## config.mk

```make
export PLATFORM = sky130hd
export DESIGN_NAME = demux1to3_stream
export DESIGN_NICKNAME = d
export VERILOG_FILES = /design/src/rtl/demux_pkg.sv /design/src/rtl/demux1to3_stream_lane_reg.sv /design/src/rtl/demux1to3_stream.sv
export SDC_FILE = /design/constraint.sdc
export NUM_CORES = 1
export LEC_CHECK = 0
export BUFFER_PORTS_ARGS = -buffer_cell sky130_fd_sc_hd__buf_2
export CAP_MARGIN = 25
export CORE_ASPECT_RATIO = 0.7
export CORE_UTILIZATION = 45
export CTS_BUF_LIST = sky130_fd_sc_hd__clkbuf_4 sky130_fd_sc_hd__clkbuf_8
export CTS_CLUSTER_DIAMETER = 100
export DETAILED_ROUTE_END_ITERATION = 12
export GPL_TIMING_DRIVEN = 0
export PLACE_DENSITY = 0.84
export SYNTH_ARGS = -nofsm -noshare
export SYNTH_HDL_FRONTEND = slang
export SYNTH_SLANG_ARGS = --single-unit
```

## constraint.sdc

```tcl
create_clock -name clk -period 2.3 [get_ports clk]
set_clock_uncertainty 0.05 [all_clocks]
set_input_delay 0.46 -clock clk [delete_from_list [all_inputs] [get_ports clk]]
set_output_delay 0.46 -clock clk [all_outputs]
set_load 0.01 [all_outputs]
```

## src/rtl/demux_pkg.sv

```systemverilog
// rtl/demux_pkg.sv - shared select codes and lane count for the 1-to-3 stream demux
package demux_pkg;

   localparam logic [1:0] LANE0       = 2'b00;
   localparam logic [1:0] LANE1       = 2'b01;
   localparam logic [1:0] LANE2       = 2'b10;
   localparam logic [1:0] SEL_ILLEGAL = 2'b11;
   localparam int         NLANES      = 3;

endpackage

```

## src/rtl/demux1to3_stream_lane_reg.sv

```systemverilog
// rtl/demux1to3_stream_lane_reg.sv - one-entry valid/ready output register for a single lane
module lane_reg #(
   parameter int WIDTH = 8
) (
   input  logic             clk,
   input  logic             reset,
   input  logic             load,
   input  logic [WIDTH-1:0] d,
   input  logic             ready,
   output logic             valid,
   output logic [WIDTH-1:0] q,
   output logic             free
);

   // The top only asserts load when free is high, so a load never overwrites a held word.
   assign free = !valid || ready;

   always_ff @(posedge clk) begin
      if (reset) begin
         valid <= 1'b0;
         q     <= '0;
      end else if (load) begin
         valid <= 1'b1;
         q     <= d;
      end else if (ready) begin
         valid <= 1'b0;
      end
   end

endmodule

```

## src/rtl/demux1to3_stream.sv

```systemverilog
// rtl/demux1to3_stream.sv - registered 1-to-3 valid/ready demux with illegal-select drop counting
module demux1to3_stream
   import demux_pkg::*;
#(
   parameter int WIDTH = 8,
   parameter int CNT_W = 8
) (
   input  logic                    clk,
   input  logic                    reset,
   input  logic                    in_valid,
   output logic                    in_ready,
   input  logic [1:0]              select,
   input  logic [WIDTH-1:0]        d,
   output logic [NLANES-1:0]       q_valid,
   input  logic [NLANES-1:0]       q_ready,
   output logic [NLANES*WIDTH-1:0] q,
   output logic                    err,
   output logic [CNT_W-1:0]        drop_count
);

   localparam logic [CNT_W-1:0] CNT_MAX = {CNT_W{1'b1}};

   logic [NLANES-1:0] lane_free;
   logic [NLANES-1:0] load;
   logic              sel_free;
   logic              accept;
   logic              drop;

   always_comb begin
      sel_free = 1'b1;
      case (select)
         LANE0:   sel_free = lane_free[0];
         LANE1:   sel_free = lane_free[1];
         LANE2:   sel_free = lane_free[2];
         default: sel_free = 1'b1;
      endcase
   end

   assign in_ready = !reset && sel_free;
   assign accept   = in_valid && in_ready;
   assign drop     = accept && (select == SEL_ILLEGAL);

   for (genvar i = 0; i < NLANES; i++) begin : g_lane
      assign load[i] = accept && (select == 2'(i));

      lane_reg #(.WIDTH(WIDTH)) u_lane (
         .clk   (clk),
         .reset (reset),
         .load  (load[i]),
         .d     (d),
         .ready (q_ready[i]),
         .valid (q_valid[i]),
         .q     (q[i*WIDTH +: WIDTH]),
         .free  (lane_free[i])
      );
   end

   always_ff @(posedge clk) begin
      if (reset) begin
         err        <= 1'b0;
         drop_count <= '0;
      end else begin
         err <= drop;
         if (drop && drop_count != CNT_MAX) begin
            drop_count <= drop_count + 1'b1;
         end
      end
   end

endmodule

```

## Word-level counts from Yosys, hierarchy flattened

Index checks and enable logic that the tools add are counted.
W data, S select, Z words.

- Equal/unequal tests: 4
- Add/subtract/negate cells: 1
- Muxes and demuxes: 7
- Reductions and logical operators: 18

Operators with widths:

| kind | count |
|---|---|
| $add A8 B1 Y8 const B | 1 |
| $ne A8 B8 Y1 const B | 1 |
| $logic_and A1 B1 Y1 | 7 |
| $mux W1 | 6 |
| $reduce_bool A2 Y1 | 3 |
| $eq A2 B2 Y1 const B | 2 |
| $logic_not A1 Y1 | 4 |
| $logic_or A1 B1 Y1 | 3 |
| $pmux W1 S3 | 1 |
| $eq A2 B1 Y1 const B | 1 |
| $logic_not A2 Y1 | 1 |

- Bits of input ports: 16
- Word-level logic and storage cells: 38
- Output and inout bits: 37
- Bits in registers: 36

## Longest topological paths before layout

- Depth after elaboration: 7
- Gate-level depth with buffers: 6
- Mapped depth without buffers: 5

## Hierarchy

From an unflattened synthesis, not the netlist that was laid out.

- Cell total of the unflattened synthesis: 140
- Area total of the unflattened synthesis: 1,455.1 um^2

Modules (own cells, without submodules):

| module | times used | area each (um^2) | cells an instance | seq. area each (um^2) |
|---|---|---|---|---|
| lane_reg | 3 | 321.6 | 30 | 180.2 |
| demux1to3_stream | 1 | 490.5 | 50 | 180.2 |

## Worst setup path after synthesis

No wires, ideal clock.

- Kind: input to output
- Start point: input q_ready[2]
- End point: output in_ready
- Arrival time: 1.028 ns
- Cell stages on the path: 4
- Required time: 1.790 ns
- Slack: 0.762 ns
- Path buffers: 0
- Cells stage by stage: nor2b_1 mux2i_1 nor2_1 a211oi_1

- Longest elaborated chain between the ends: 3

Ends and longest elaborated chain:

| element | line | text |
|---|---|---|
| start, declared | demux1to3_stream.sv:15 | `input logic [NLANES-1:0] q_ready,` |
| $logic_or A1 B1 Y1 | demux1to3_stream_lane_reg.sv:16 | `assign free = !valid \|\| ready;` |
| $pmux W1 S3 | demux1to3_stream.sv:31 | `case (select)` |
| $logic_and A1 B1 Y1 | demux1to3_stream.sv:39 | `assign in_ready = !reset && sel_free;` |
| end, declared | demux1to3_stream.sv:11 | `output logic in_ready,` |

No other way between the ends.

## Worst setup path in the final report

- Start point: register g_lane[2].u_lane.valid
- End point: output in_ready

- Longest elaborated chain between the ends: 4

Ends and longest elaborated chain:

| element | line | text |
|---|---|---|
| start, declared | demux1to3_stream_lane_reg.sv:10 | `output logic valid,` |
| start signal, assigned | demux1to3_stream_lane_reg.sv:20 | `valid <= 1'b0;` |
| start signal, assigned | demux1to3_stream_lane_reg.sv:23 | `valid <= 1'b1;` |
| start signal, assigned | demux1to3_stream_lane_reg.sv:26 | `valid <= 1'b0;` |
| $logic_not A1 Y1 | demux1to3_stream_lane_reg.sv:16 |  |
| $logic_or A1 B1 Y1 | demux1to3_stream_lane_reg.sv:16 |  |
| $pmux W1 S3 | demux1to3_stream.sv:31 |  |
| $logic_and A1 B1 Y1 | demux1to3_stream.sv:39 |  |

No other way between the ends.

==> impl_results.md <==
- Detailed Route WL: 3191 um
- HPWL Detailed: 2196 um
- Commonest non-fill, non-tap cell in the layout: buf_2
- Hold WC Path Type: in -> reg
- Tot Pwr: 0.001283 W
- Area leader, netlist: dfxtp_1
- First-pass GRT wire length: 5181 um
- Req. time, crit path: 1.79 ns
- DRC viols: 0
- Seq/Total Area, Yosys: about half
- Cells after Synth: 145
- Pin count of the biggest net entering global routing: 12
- Cell chain of the critical path: nor2b_1 > mux2i_1 > nor2_1 > a211oi_1 > buf_2
- RR Startpoint: drop_count[0]$_SDFFE_PP0P_
- Leak pwr: 0.9110 nW
- Vias post-DR: 1191
- Post-Synth XOR/XNOR Area: 3.036%
- Synth Register Bits: 36
- Routed Antenna Nets: 0
- Final TNS setup: 0 ns
- Initial cell density of the core: around half
- Core box area: 0.002923 mm^2
- Top Ports: between 50 and 60
- Clock root buffer: clkbuf_8
- Largest family of logic cells by synthesized area: simple AND/OR/NAND/NOR gates
- Tot GR Track Use: 19.89%
- Worst-margin pin slew: 0.4964 ns
- Worst Setup Start Kind: flop
- Pwr/cell area: 690.0 mW/mm^2
- Peak Freq: 556.3 MHz
- CP max stage delay: 0.31 ns
- N_diodes: 0
- Fraction of the mapped netlist area in adder cells: 0.8673%
- Resized cells post-CTS: 0
- Worst Path Arrival: 1.29 ns
- Layout cells sized above 1: about 34%
- Initial antenna violation count: 0
- CP Class: reg -> out
- CP top delay family: flip-flops
- Min Tclk post-route: 1.798 ns
- RSZ-0062 raised after global routing: false
- Mapped Avg Cell Area: 9.949 um^2
- Worst setup EP type: output port
- Post-DR vias/cell: 4.942
- Post-synth top area share: about 50%
- Crit path from: g_lane[2].u_lane.valid$_SDFFE_PP0P_
- CTS Hold Bufs: 0
- Die span in x: between 60 and 70 um
- Worst R2R Setup Slack: roughly 0.82 ns
- Synth cell types: 30
- Synth area leaders: dfxtp_1 (50%), mux2i_1 (18%), nor2_1 (9.4%), buf_4 (3.1%), xor2_1 (3.0%)
- Worst-path clk slew: 0.07 ns
- Maximum root-to-sink buffer count: 2
- Max_cap viols: 0
- Setup-failing EPs final: 0
- RePlAce Congestion: 0.8907
- Worst-skew pair later-pin latency: 0.29 ns
- Most frequent cells in the layout: buf_2 (54), nor2_1 (36), dfxtp_1 (36), mux2i_1 (26), buf_4 (6)
- Post-synthesis mux area share: 18.04%
- IO Port Bufs: 52
- DRT Pass-1 Iters: 4
- Yosys warning total: 0
- Post-detailed-route wirelength per cell: around 13 um
- Post CTS Setup Buffer Count: 0
- Vias in the first global route: 1122
- Area grow syn2layout: 28.88%
- Worst Path Max Fanout: 3
- Compound-Gate Fraction of Synth Area: under 10%
- Worst ir drop on vdd: 0.4399 mV
- Core Rows: 16
- Fin nets: 221
- Final hold vios: 0
- CTS Buf Count: 5
- Status: finished clean
- Post-synthesis net count: 162
- H-tree depth: 2
- CTS tree: yes
- Mapped Area: 0.001443 mm^2
- Post-Synth Simple-Gate Area: 18.73%
- Hold Path Origin: d[3]
- Max-slew violation count: 0
- Fill cells: 255
- Die ar.: 0.003440 mm^2
- Clk sinks: 36
- Initial drt markers: 39
- Final period util: between 70% and 80%
- Cell at the slowest stage of the critical path: dfxtp_1
- Bufs and invs on worst path: 1
- Die Ht: 49.37 um
- Slew headroom: 66.91%
- Overflow after GRT: 0
metrics by stage:
stage               setup slack [ns]  utilization (%)  hold WS (ns)  cells  instance area [um^2]
detailed placement            0.5637            59.80        0.4256    233                  1748
CTS                           0.4842            63.61        0.3780    241                  1859
floorplan                     0.7623                -        0.4470    145                  1443
finish                        0.5023            63.61        0.3839    241                  1859
global placement              0.5931            59.80        0.4216    233                  1748
global route                  0.4088            63.61        0.4072    241                  1859
cell families (layout without fill, tap and decap cells):
group | count (synthesis) | count (layout)
buffers and inverters | 12 | 72
AND/OR/NAND/NOR | 56 | 56
flip-flops | 36 | 36
multiplexers | 26 | 26
AO/OA/AOI/OAI | 9 | 9
XOR/XNOR | 5 | 5
adder cells (fa/ha/maj) | 1 | 1
worst reg2reg max path, cell delays in order, from the launching register on:
cell and delay, ns:
dfxtp_1 0.37, ha_1 0.21, nand3_1 0.20, o21ai_2 0.28
mux2i_1 0.21, nor2_1 0.05
report_power, final:
part	switching, W	internal (W)
logic	0.0000496	0.0000389
clock network	0.000221	0.000333
registers	0.00000569	0.000635
layout make-up:
class | count | area (um^2) | share of cell area [%]
Tap cell | 36 | 45.04 | 2.423
Multi-Input combinational cell | 97 | 651.9 | 35.06
Timing Repair Buffer | 52 | 260.3 | 14.00
Buffer | 11 | 66.31 | 3.567
Inverter | 1 | 3.754 | 0.2019
Sequential cell | 36 | 720.7 | 38.76
Clock inverter | 2 | 35.03 | 1.884
Clock buffer | 6 | 76.32 | 4.105
worst paths after layout:
path	to	cells after the start
max reg2reg	drop_count[1]$_SDFFE_PP0P_	5
min	g_lane[1].u_lane.q[3]$_SDFFE_PP0P_	3
min reg2reg	g_lane[0].u_lane.q[6]$_SDFFE_PP0P_	2
max	in_ready	5
synth_stat cells:
| master | instances |
|---|---|
| dfxtp_1 | 36 |
| nor2_1 | 36 |
| mux2i_1 | 26 |
| buf_4 | 6 |
| xor2_1 | 5 |
| nand4_1 | 3 |
| nor2b_1 | 3 |
| a211oi_1 | 2 |
| and2_1 | 2 |
| buf_2 | 2 |
| clkbuf_1 | 2 |
| nand2b_1 | 2 |
| nand3_1 | 2 |
| o211ai_1 | 2 |
| a21oi_1 | 1 |
| and3_1 | 1 |
| and4_1 | 1 |
| and4b_1 | 1 |
| buf_1 | 1 |
| ha_1 | 1 |
| inv_1 | 1 |
| nand2_1 | 1 |
| nor3_1 | 1 |
| nor3b_1 | 1 |
| nor4_1 | 1 |
| nor4b_2 | 1 |
| o2111ai_1 | 1 |
| o21ai_0 | 1 |
| o21ai_2 | 1 |
| o31ai_1 | 1 |
per-layer routing:
metal	up-vias	wire length [um]	track usage, %
li1	608	-	-
met1	550	1494	24.84
met2	29	1502	31.72
met3	4	138	4.959
met4	0	55	11.00
met5	-	0	0
state kept, by name, indices dropped and copies added (netlist names):
register	cells
g_lane.u_lane.q	24
drop_count	8
g_lane.u_lane.valid	3
err	1
Power figures use the tool's default switching activity.
